==> config.mk <==
export PLATFORM = sky130hd
export DESIGN_NAME = video_capture_flat
export DESIGN_NICKNAME = d
export VERILOG_FILES = /design/src/rtl/video_capture_if.sv /design/src/rtl/video_capture.sv /design/src/flat_wrapper.sv
export SDC_FILE = /design/constraint.sdc
export NUM_CORES = 1
export LEC_CHECK = 0
export CAP_MARGIN = 40
export CORE_ASPECT_RATIO = 0.5
export CORE_MARGIN = 1
export CORE_UTILIZATION = 35
export DETAILED_ROUTE_END_ITERATION = 10
export RECOVER_POWER = 100
export SYNTH_ARGS = -nofsm -noshare
export SYNTH_HDL_FRONTEND = slang
export SYNTH_SLANG_ARGS = --single-unit
==> constraint.sdc <==
create_clock -name clk_pix -period 1.8 [get_ports clk_pix]
set_input_delay 0.36 -clock clk_pix [delete_from_list [all_inputs] [get_ports clk_pix]]
set_output_delay 0.36 -clock clk_pix [all_outputs]
set_load 0.05 [all_outputs]
==> src/rtl/video_capture_if.sv <==
// video_capture_if: video timing/pixel bus into the capture block and capture results out of it
// master: the video source; it drives hsync, vsync, de and r/g/b and reads the capture results
// slave : video_capture; it reads the video bus and drives px_*, frame_*, locked and dbg_hsync
interface video_capture_if #(
  parameter int CORDW = 11
);
  logic             hsync;
  logic             vsync;
  logic             de;
  logic [7:0]       r;
  logic [7:0]       g;
  logic [7:0]       b;
  logic             px_valid;
  logic [CORDW-1:0] px_x;
  logic [CORDW-1:0] px_y;
  logic [23:0]      px_rgb;
  logic             frame_done;
  logic [CORDW-1:0] frame_w;
  logic [CORDW-1:0] frame_h;
  logic [31:0]      frame_sig;
  logic             frame_err;
  logic [15:0]      frame_cnt;
  logic             locked;
  logic             dbg_hsync;
  modport master (
    output hsync, vsync, de, r, g, b,
    input  px_valid, px_x, px_y, px_rgb, frame_done, frame_w, frame_h,
           frame_sig, frame_err, frame_cnt, locked, dbg_hsync
  );
  modport slave (
    input  hsync, vsync, de, r, g, b,
    output px_valid, px_x, px_y, px_rgb, frame_done, frame_w, frame_h,
           frame_sig, frame_err, frame_cnt, locked, dbg_hsync
  );
endinterface

==> src/rtl/video_capture.sv <==
// video_capture: rebuilds pixel coordinates from de/vsync and measures each frame's geometry and signature
// clk_pix   : pixel clock
// rst_pix_n : synchronous active-low reset
// vif       : video bus in (hsync, vsync, de, r/g/b); pixel strobe and per-frame results out
module video_capture #(
  parameter int   CORDW    = 11,
  parameter logic SYNC_ACT = 1'b0
) (
  input logic            clk_pix,
  input logic            rst_pix_n,
  video_capture_if.slave vif
);
  localparam logic [0:0]       SEEK = 1'b0;
  localparam logic [0:0]       LOCK = 1'b1;
  localparam logic [CORDW-1:0] CMAX = {CORDW{1'b1}};
  logic             r_hs, r_vs, r_vs_d, r_de, r_de_d;
  logic [23:0]      r_rgb;
  logic [0:0]       r_state;
  logic [CORDW-1:0] r_x, r_y, r_ref_w;
  logic             r_ref_ok, r_err;
  logic [31:0]      r_sig;
  logic             r_px_valid, r_done, r_frame_err;
  logic [CORDW-1:0] r_px_x, r_px_y, r_frame_w, r_frame_h;
  logic [23:0]      r_px_rgb;
  logic [31:0]      r_frame_sig;
  logic [15:0]      r_frame_cnt;
  logic             w_lock, w_vs_edge, w_de_fall, w_px;
  logic [31:0]      w_sig_nxt;
  logic [CORDW-1:0] w_x_inc, w_y_inc;
  assign w_lock    = r_state == LOCK;
  assign w_vs_edge = (r_vs == SYNC_ACT) && (r_vs_d != SYNC_ACT);
  assign w_de_fall = r_de_d && !r_de;
  assign w_px      = w_lock && r_de;
  // the signature folds in a pixel accepted in the same cycle as the closing vsync edge
  assign w_sig_nxt = w_px ? {r_sig[30:0], r_sig[31]} ^ {8'h00, r_rgb} : r_sig;
  assign w_x_inc   = (r_x == CMAX) ? r_x : r_x + 1'b1;
  assign w_y_inc   = (r_y == CMAX) ? r_y : r_y + 1'b1;
  // sync regs reset to the inactive level so leaving reset cannot fake a vsync edge
  always_ff @(posedge clk_pix) begin
    if (!rst_pix_n) begin
      r_hs   <= 1'b0;
      r_vs   <= ~SYNC_ACT;
      r_vs_d <= ~SYNC_ACT;
      r_de   <= 1'b0;
      r_de_d <= 1'b0;
      r_rgb  <= '0;
    end else begin
      r_hs   <= vif.hsync;
      r_vs   <= vif.vsync;
      r_vs_d <= r_vs;
      r_de   <= vif.de;
      r_de_d <= r_de;
      r_rgb  <= {vif.r, vif.g, vif.b};
    end
  end
  always_ff @(posedge clk_pix) begin
    if (!rst_pix_n) begin
      r_state     <= SEEK;
      r_x         <= '0;
      r_y         <= '0;
      r_ref_w     <= '0;
      r_ref_ok    <= 1'b0;
      r_err       <= 1'b0;
      r_sig       <= '0;
      r_px_valid  <= 1'b0;
      r_px_x      <= '0;
      r_px_y      <= '0;
      r_px_rgb    <= '0;
      r_done      <= 1'b0;
      r_frame_w   <= '0;
      r_frame_h   <= '0;
      r_frame_sig <= '0;
      r_frame_err <= 1'b0;
      r_frame_cnt <= '0;
    end else begin
      r_px_valid <= w_px;
      r_done     <= w_lock && w_vs_edge;
      if (w_px) begin
        r_px_x   <= r_x;
        r_px_y   <= r_y;
        r_px_rgb <= r_rgb;
      end
      if (w_vs_edge) r_state <= LOCK;
      if (w_lock && w_vs_edge) begin
        r_frame_w   <= r_ref_w;
        r_frame_h   <= r_y;
        r_frame_sig <= w_sig_nxt;
        r_frame_err <= r_err;
        r_frame_cnt <= r_frame_cnt + 16'd1;
        r_x         <= '0;
        r_y         <= '0;
        r_ref_w     <= '0;
        r_ref_ok    <= 1'b0;
        r_err       <= 1'b0;
        r_sig       <= '0;
      end else if (w_lock) begin
        r_sig <= w_sig_nxt;
        if (r_de) r_x <= w_x_inc;
        // the first completed line of a frame sets the reference width, later lines are checked against it
        if (w_de_fall) begin
          r_x      <= '0;
          r_y      <= w_y_inc;
          r_ref_ok <= 1'b1;
          if (!r_ref_ok) r_ref_w <= r_x;
          else if (r_x != r_ref_w) r_err <= 1'b1;
        end
      end
    end
  end
  assign vif.px_valid   = r_px_valid;
  assign vif.px_x       = r_px_x;
  assign vif.px_y       = r_px_y;
  assign vif.px_rgb     = r_px_rgb;
  assign vif.frame_done = r_done;
  assign vif.frame_w    = r_frame_w;
  assign vif.frame_h    = r_frame_h;
  assign vif.frame_sig  = r_frame_sig;
  assign vif.frame_err  = r_frame_err;
  assign vif.frame_cnt  = r_frame_cnt;
  assign vif.locked     = w_lock;
  assign vif.dbg_hsync  = r_hs;
endmodule

==> src/flat_wrapper.sv <==
// flat-port wrapper written by rule: the top's interface ports become plain ports
module video_capture_flat 
#(
  parameter int   CORDW    = 11,
  parameter logic SYNC_ACT = 1'b0
)
  (clk_pix, rst_pix_n, vif_hsync, vif_vsync, vif_de, vif_r, vif_g, vif_b, vif_px_valid, vif_px_x, vif_px_y, vif_px_rgb, vif_frame_done, vif_frame_w, vif_frame_h, vif_frame_sig, vif_frame_err, vif_frame_cnt, vif_locked, vif_dbg_hsync);
  video_capture_if #(.CORDW(CORDW)) vif_i ();
  input logic clk_pix;
  input logic rst_pix_n;
  input wire logic [$bits(vif_i.hsync)-1:0] vif_hsync;
  input wire logic [$bits(vif_i.vsync)-1:0] vif_vsync;
  input wire logic [$bits(vif_i.de)-1:0] vif_de;
  input wire logic [$bits(vif_i.r)-1:0] vif_r;
  input wire logic [$bits(vif_i.g)-1:0] vif_g;
  input wire logic [$bits(vif_i.b)-1:0] vif_b;
  output wire logic [$bits(vif_i.px_valid)-1:0] vif_px_valid;
  output wire logic [$bits(vif_i.px_x)-1:0] vif_px_x;
  output wire logic [$bits(vif_i.px_y)-1:0] vif_px_y;
  output wire logic [$bits(vif_i.px_rgb)-1:0] vif_px_rgb;
  output wire logic [$bits(vif_i.frame_done)-1:0] vif_frame_done;
  output wire logic [$bits(vif_i.frame_w)-1:0] vif_frame_w;
  output wire logic [$bits(vif_i.frame_h)-1:0] vif_frame_h;
  output wire logic [$bits(vif_i.frame_sig)-1:0] vif_frame_sig;
  output wire logic [$bits(vif_i.frame_err)-1:0] vif_frame_err;
  output wire logic [$bits(vif_i.frame_cnt)-1:0] vif_frame_cnt;
  output wire logic [$bits(vif_i.locked)-1:0] vif_locked;
  output wire logic [$bits(vif_i.dbg_hsync)-1:0] vif_dbg_hsync;
  assign vif_i.hsync = vif_hsync;
  assign vif_i.vsync = vif_vsync;
  assign vif_i.de = vif_de;
  assign vif_i.r = vif_r;
  assign vif_i.g = vif_g;
  assign vif_i.b = vif_b;
  assign vif_px_valid = vif_i.px_valid;
  assign vif_px_x = vif_i.px_x;
  assign vif_px_y = vif_i.px_y;
  assign vif_px_rgb = vif_i.px_rgb;
  assign vif_frame_done = vif_i.frame_done;
  assign vif_frame_w = vif_i.frame_w;
  assign vif_frame_h = vif_i.frame_h;
  assign vif_frame_sig = vif_i.frame_sig;
  assign vif_frame_err = vif_i.frame_err;
  assign vif_frame_cnt = vif_i.frame_cnt;
  assign vif_locked = vif_i.locked;
  assign vif_dbg_hsync = vif_i.dbg_hsync;
  video_capture #(.CORDW(CORDW), .SYNC_ACT(SYNC_ACT)) u_core (.clk_pix(clk_pix), .rst_pix_n(rst_pix_n), .vif(vif_i));
endmodule
After elaboration in Yosys (flattened, before gate mapping)
Cells that the tools add are included.

Memory bits (writable): 0. Bits in latches: 0. Input port bits: 29. Memories: 0. Output and inout port bits: 121. Flip-flop bits (word level): 216. ROM bits: 0.

Div/mod/pow operators: 0. $add $sub $neg: 3. Order comparisons: 0. Multiplexer cells: 4. Shift-type cells: 0. Eq/ne operators: 4. Bitwise logic cells: 5. Multipliers: 0. Reduce and logical (&&, ||, !) cells: 12.

Operator list (number): 2-to-1 mux 11 bit (3); 2-to-1 mux 32 bit (1); XOR 32 x 24 -> 32 bit (1); adder 11 x 1 -> 11 bit (second input constant) (2); equality test 11 bit (second input constant) (2); adder 16 x 1 -> 16 bit (second input constant) (1); inequality test 11 bit (1); AND reduction 3 bit (3); logical AND 1 bit (4); inverter 1 bit (4); AND reduction 4 bit (1); inequality test 2 x 1 -> 1 bit (second input constant) (1); AND reduction 2 bit (1); nonzero test 2 bit (1); OR reduction 2 bit (1); zero test 1 bit (1).

Longest topological paths before layout
Depth after elaboration: 4. Depth in mapped cells: 7.

Least setup slack after synthesis
No wires, ideal clock.

Kind: register -> register. Start: register u_core.r_frame_cnt[0], in the netlist u_core.vif.frame_cnt[0]. End: register u_core.r_frame_cnt[12], in the netlist u_core.vif.frame_cnt[12]. Setup slack: -0.271 ns. Data arrival time: 2.001 ns. Library setup time: 0.070 ns. Period minus slack after synthesis: 2.071 ns. Cell stages (with the launch flop): 7. Required time: 1.730 ns. Path through: dfxtp_1 -> ha_1 -> nand3_1 -> or2_1 -> buf_2 -> or4_1 -> a21oi_1.

Word-level cells in the longest chain between the ends: 1.

Ends and longest elaborated chain: from (decl) (line video_capture.sv:26) `logic [15:0] r_frame_cnt;`; from (signal assigned) (line video_capture.sv:89) `r_frame_cnt <= r_frame_cnt + 16'd1;`; adder 16 x 1 -> 16 bit (line video_capture.sv:89).

Every way passes these cells. A chain may end at the register's enable or synchronous reset.

Final worst setup path
Start: register u_core.r_frame_cnt[6], in the netlist u_core.vif.frame_cnt[6]. End: register u_core.r_frame_cnt[15], in the netlist u_core.vif.frame_cnt[15].

Same word-level chain as after synthesis.

==> impl_metrics.csv <==
group,metric,value,unit
cts,ctsHoldBuffers,0,
timing,rsz0062_at_grt,"no",
critical_path,r2r-start,"u_core.vif.frame_cnt[6]",
cts,cts_root_buffer,"clkbuf_16",
routing,m1WireLength,9210,microns
critical_path,r2r_end,"u_core.vif.frame_cnt[15]",
synth,synth_warnings,0,
routing,drtIter0Drc,430,
floorplanning,rows,39,
critical_path,cp_num_buf_inv,0,
synth,synth_top_area_frac,0.528,
timing,hold_viol_final,0,
routing,drc,0,
global_routing,grt_pass1_vias,6260,
status,status,"complete, no violations",
critical_path,crit_slowest_cell,"or4_1",
timing,worst_slack,0.0723,ns
global_routing,grt_max_degree,96,
timing,finClkSkew,0.0111,ns
cts,clockBufferDepth,3,
synth,syn_avg_cell_area,8.73,sq um
synth,synth_area_leaders,"dfxtp_1 (53%), nand2_1 (9.6%), a21oi_1 (6.0%), and2_1 (4.1%), mux2i_1 (4.0%)",
critical_path,crit_cells,4,
routing,avgViaCountPerCell,4.83,
cells_and_area,fill_cells,2317,
critical_path,start_kind,"flop",
global_routing,grt-ovfl-total,0,
global_routing,grt_pass1_wl,31700,microns
power,leakagePower,3.96,nW
place,dp_slack,0.105,ns
routing,top_layer,"met4",
critical_path,crit_start,"u_core.vif.frame_cnt[6]",
cells_and_area,fin_util,0.446,
cells_and_area,n_antenna_cell,0,
synth,synth_seq_cells,216,
power,vdd_ir_drop_max,0.440,mV
timing,fmax,579,MHz
critical_path,rr_worst_depth,4,
timing,whs,0.337,ns
cts,cts.sink_count,216,
synth,syn_inst,938,
run,drv_cap,0,
critical_path,required,2.22,ns
critical_path,path_class,"reg2reg",
timing,worst_pin_slew,0.949,ns
synth,synth_edf_count,0,
routing,wl_met3,1070,microns
routing,vias,6738,
synth,synth_cell_type_count,52,
critical_path,cp.arrival,2.15,ns
synth,synth_common_cells,"dfxtp_1 (216), nand2_1 (210), a21oi_1 (98)",
place,portBuffers,149,
synth,ys.flop_type,"dfxtp_1",
floorplanning,die_w,218,microns
power,power.total,9.74,mW
routing,wl_per_cell,14.2,microns
cts,cts_setup_buffers,0,
power,p_per_area,954,nW/um^2
floorplanning,die_h,110,microns
timing,relSlewSlack,0.367,
floorplanning,die_area,24000,sq um
synth,yosysSeqAreaShare,0.528,
floorplanning,start_util,0.358,
timing,setup_tns,0,ns
place,gp_congestion,0.887,
routing,ant_nets,0,
cells_and_area,drive_gt1_frac,0.186,
synth,yosysMostFrequentCell,"dfxtp_1",
min_path,hp-class,"in2reg",
routing,wl,19800,microns
global_routing,antenna_found_initial,0,
cts,cts_buffers,21,
critical_path,critical-path-max-stage-delay,0.57,ns
synth,mappedNetlistArea,8180,sq um
synth,async_reset_ff_frac,0,
cts,clk_latency,0.50,ns
timing,slew_viol_final,0,
floorplanning,ios,150,
global_routing,grt_usage,0.162,
cts,htreeDepth,1,
timing,post-route-period-util,0.960,
floorplanning,core_region_area,22900,sq um
routing,firstDrtPassIters,7,
critical_path,path_cells,"and4_1, nand4_1, or4_1, a21oi_1",
critical_path,reg2reg_slack,0.07,ns
critical_path,critPathCaptureType,"flop",
cells_and_area,syn2layout_area_growth,24.8,%
cells_and_area,nNetsFinal,1107,
synth,synth_area_leader_cell,"dfxtp_1",
cells_and_area,regArea,4340,sq um
cts,cts_tree,"done",
timing,fin_crit,1.73,ns
place,dp_hpwl,13500,microns
critical_path,crit_family,"simple AND/OR/NAND/NOR gates",
timing,finalSetupViolations,0,
cts,cts.clk_slew.worst_paths,0.07,ns
critical_path,path_max_fanout,6,
critical_path,cp-endpoint,"u_core.vif.frame_cnt[15]",
routing,met2WireLength,9110,microns
cells_and_area,multiInputGateArea,3560,sq um
cts,cts.repair.resized,2,
synth,syn_nets,970,
## area by class of cell
class	count	share of cell area
Sequential cell	216	0.425
Clock inverter	5	0.00564
Timing Repair Buffer	183	0.118
Inverter	5	0.00196
Tap cell	307	0.0376
Multi-Input combinational cell	648	0.349
Clock buffer	31	0.0630
## how the worst min path moves through the flow
| stage | start | endpoint | slack (ns) | cells past startpoint |
|---|---|---|---|---|
| 5_1_grt | rst_pix_n | u_core.r_y[10] | 0.35 | 4 |
| 3_3_place_gp | u_core.vif.px_rgb[16] | u_core.vif.px_rgb[16] | 0.45 | 2 |
| 2_1_floorplan | u_core.r_err | u_core.r_err | 0.42 | 2 |
| 4_1_cts | rst_pix_n | u_core.r_y[10] | 0.31 | 4 |
| 6_report | rst_pix_n | u_core.r_y[10] | 0.34 | 4 |
| 3_5_place_dp | u_core.vif.frame_w[0] | u_core.vif.frame_w[0] | 0.45 | 2 |
## state kept, by name, summed over array words and instances, names as in the netlist, 11 cells and up
signal	flops
u_core.vif.frame_cnt	16
u_core.r_x	11
u_core.vif.px_y	11
u_core.vif.frame_h	11
u_core.vif.frame_w	11
u_core.r_rgb	24
u_core.r_ref_w	11
u_core.vif.frame_sig	32
u_core.r_sig	32
u_core.r_y	11
u_core.vif.px_x	11
u_core.vif.px_rgb	24
## layer usage
metal  track usage  up-vias
met5             0        -
met3        0.0370       31
met1         0.215     3140
li1              -     3419
met2         0.267      148
met4        0.0375        0
## worst reg2reg max path, stage by stage (launching register included)
cell and delay, ns:
dfxtp_1 0.39, and4_1 0.29, nand4_1 0.26, or4_1 0.57
a21oi_1 0.15
## logic make-up (layout without fill, tap and decap cells)
logic type                 Yosys count  after routing  synth area share
muxes                               33             33            0.0404
adders and majority gates            3              3           0.00459
and+or+nand+nor                    399            399             0.226
xor gates and xnor gates            45             45            0.0482
AOI/OAI and AO/OA                  168            168             0.115
DFF                                216            216             0.528
buffers and inverters               74            224            0.0375
## through the flow
| step | cells | instance area, sq um |
|---|---|---|
| 2_1_floorplan | 938 | 8200 |
| 3_3_place_gp | 1359 | 9830 |
| 3_5_place_dp | 1359 | 9830 |
| 4_1_cts | 1395 | 10500 |
| 5_1_grt | 1395 | 10200 |
| 6_report | 1395 | 10200 |
## power breakdown
part           internal [mW]  switching (mW)  total [mW]
clock network           2.62            1.83        4.45
logic                  0.153           0.264       0.416
registers               4.83          0.0424        4.88
total                   7.60            2.14        9.74
## cells in the final DEF (no fill, tap or decap), types with 4 or more instances in the layout
master,Yosys,final
inv_1,4,4
nor3_1,5,5
nand2_1,210,208
nor2_1,57,57
or3_1,11,11
and2_1,53,20
nand4_1,12,12
clkbuf_1,43,5
buf_12,0,6
dfxtp_2,0,5
clkdlybuf4s50_1,0,27
nand3_1,18,18
clkbuf_8,0,8
buf_4,1,20
a21oi_1,98,98
clkbuf_2,2,123
and4_1,4,4
clkbuf_16,0,21
or4_1,5,5
a211oi_1,10,10
o21ai_0,34,34
xnor2_1,14,14
and3_1,5,5
and2_0,1,33
dfxtp_1,216,208
a31oi_1,4,4
nand2b_1,4,4
o31ai_1,6,6
xor2_1,31,31
mux2i_1,33,33
Note: power is estimated with default switching activity, not from simulation.
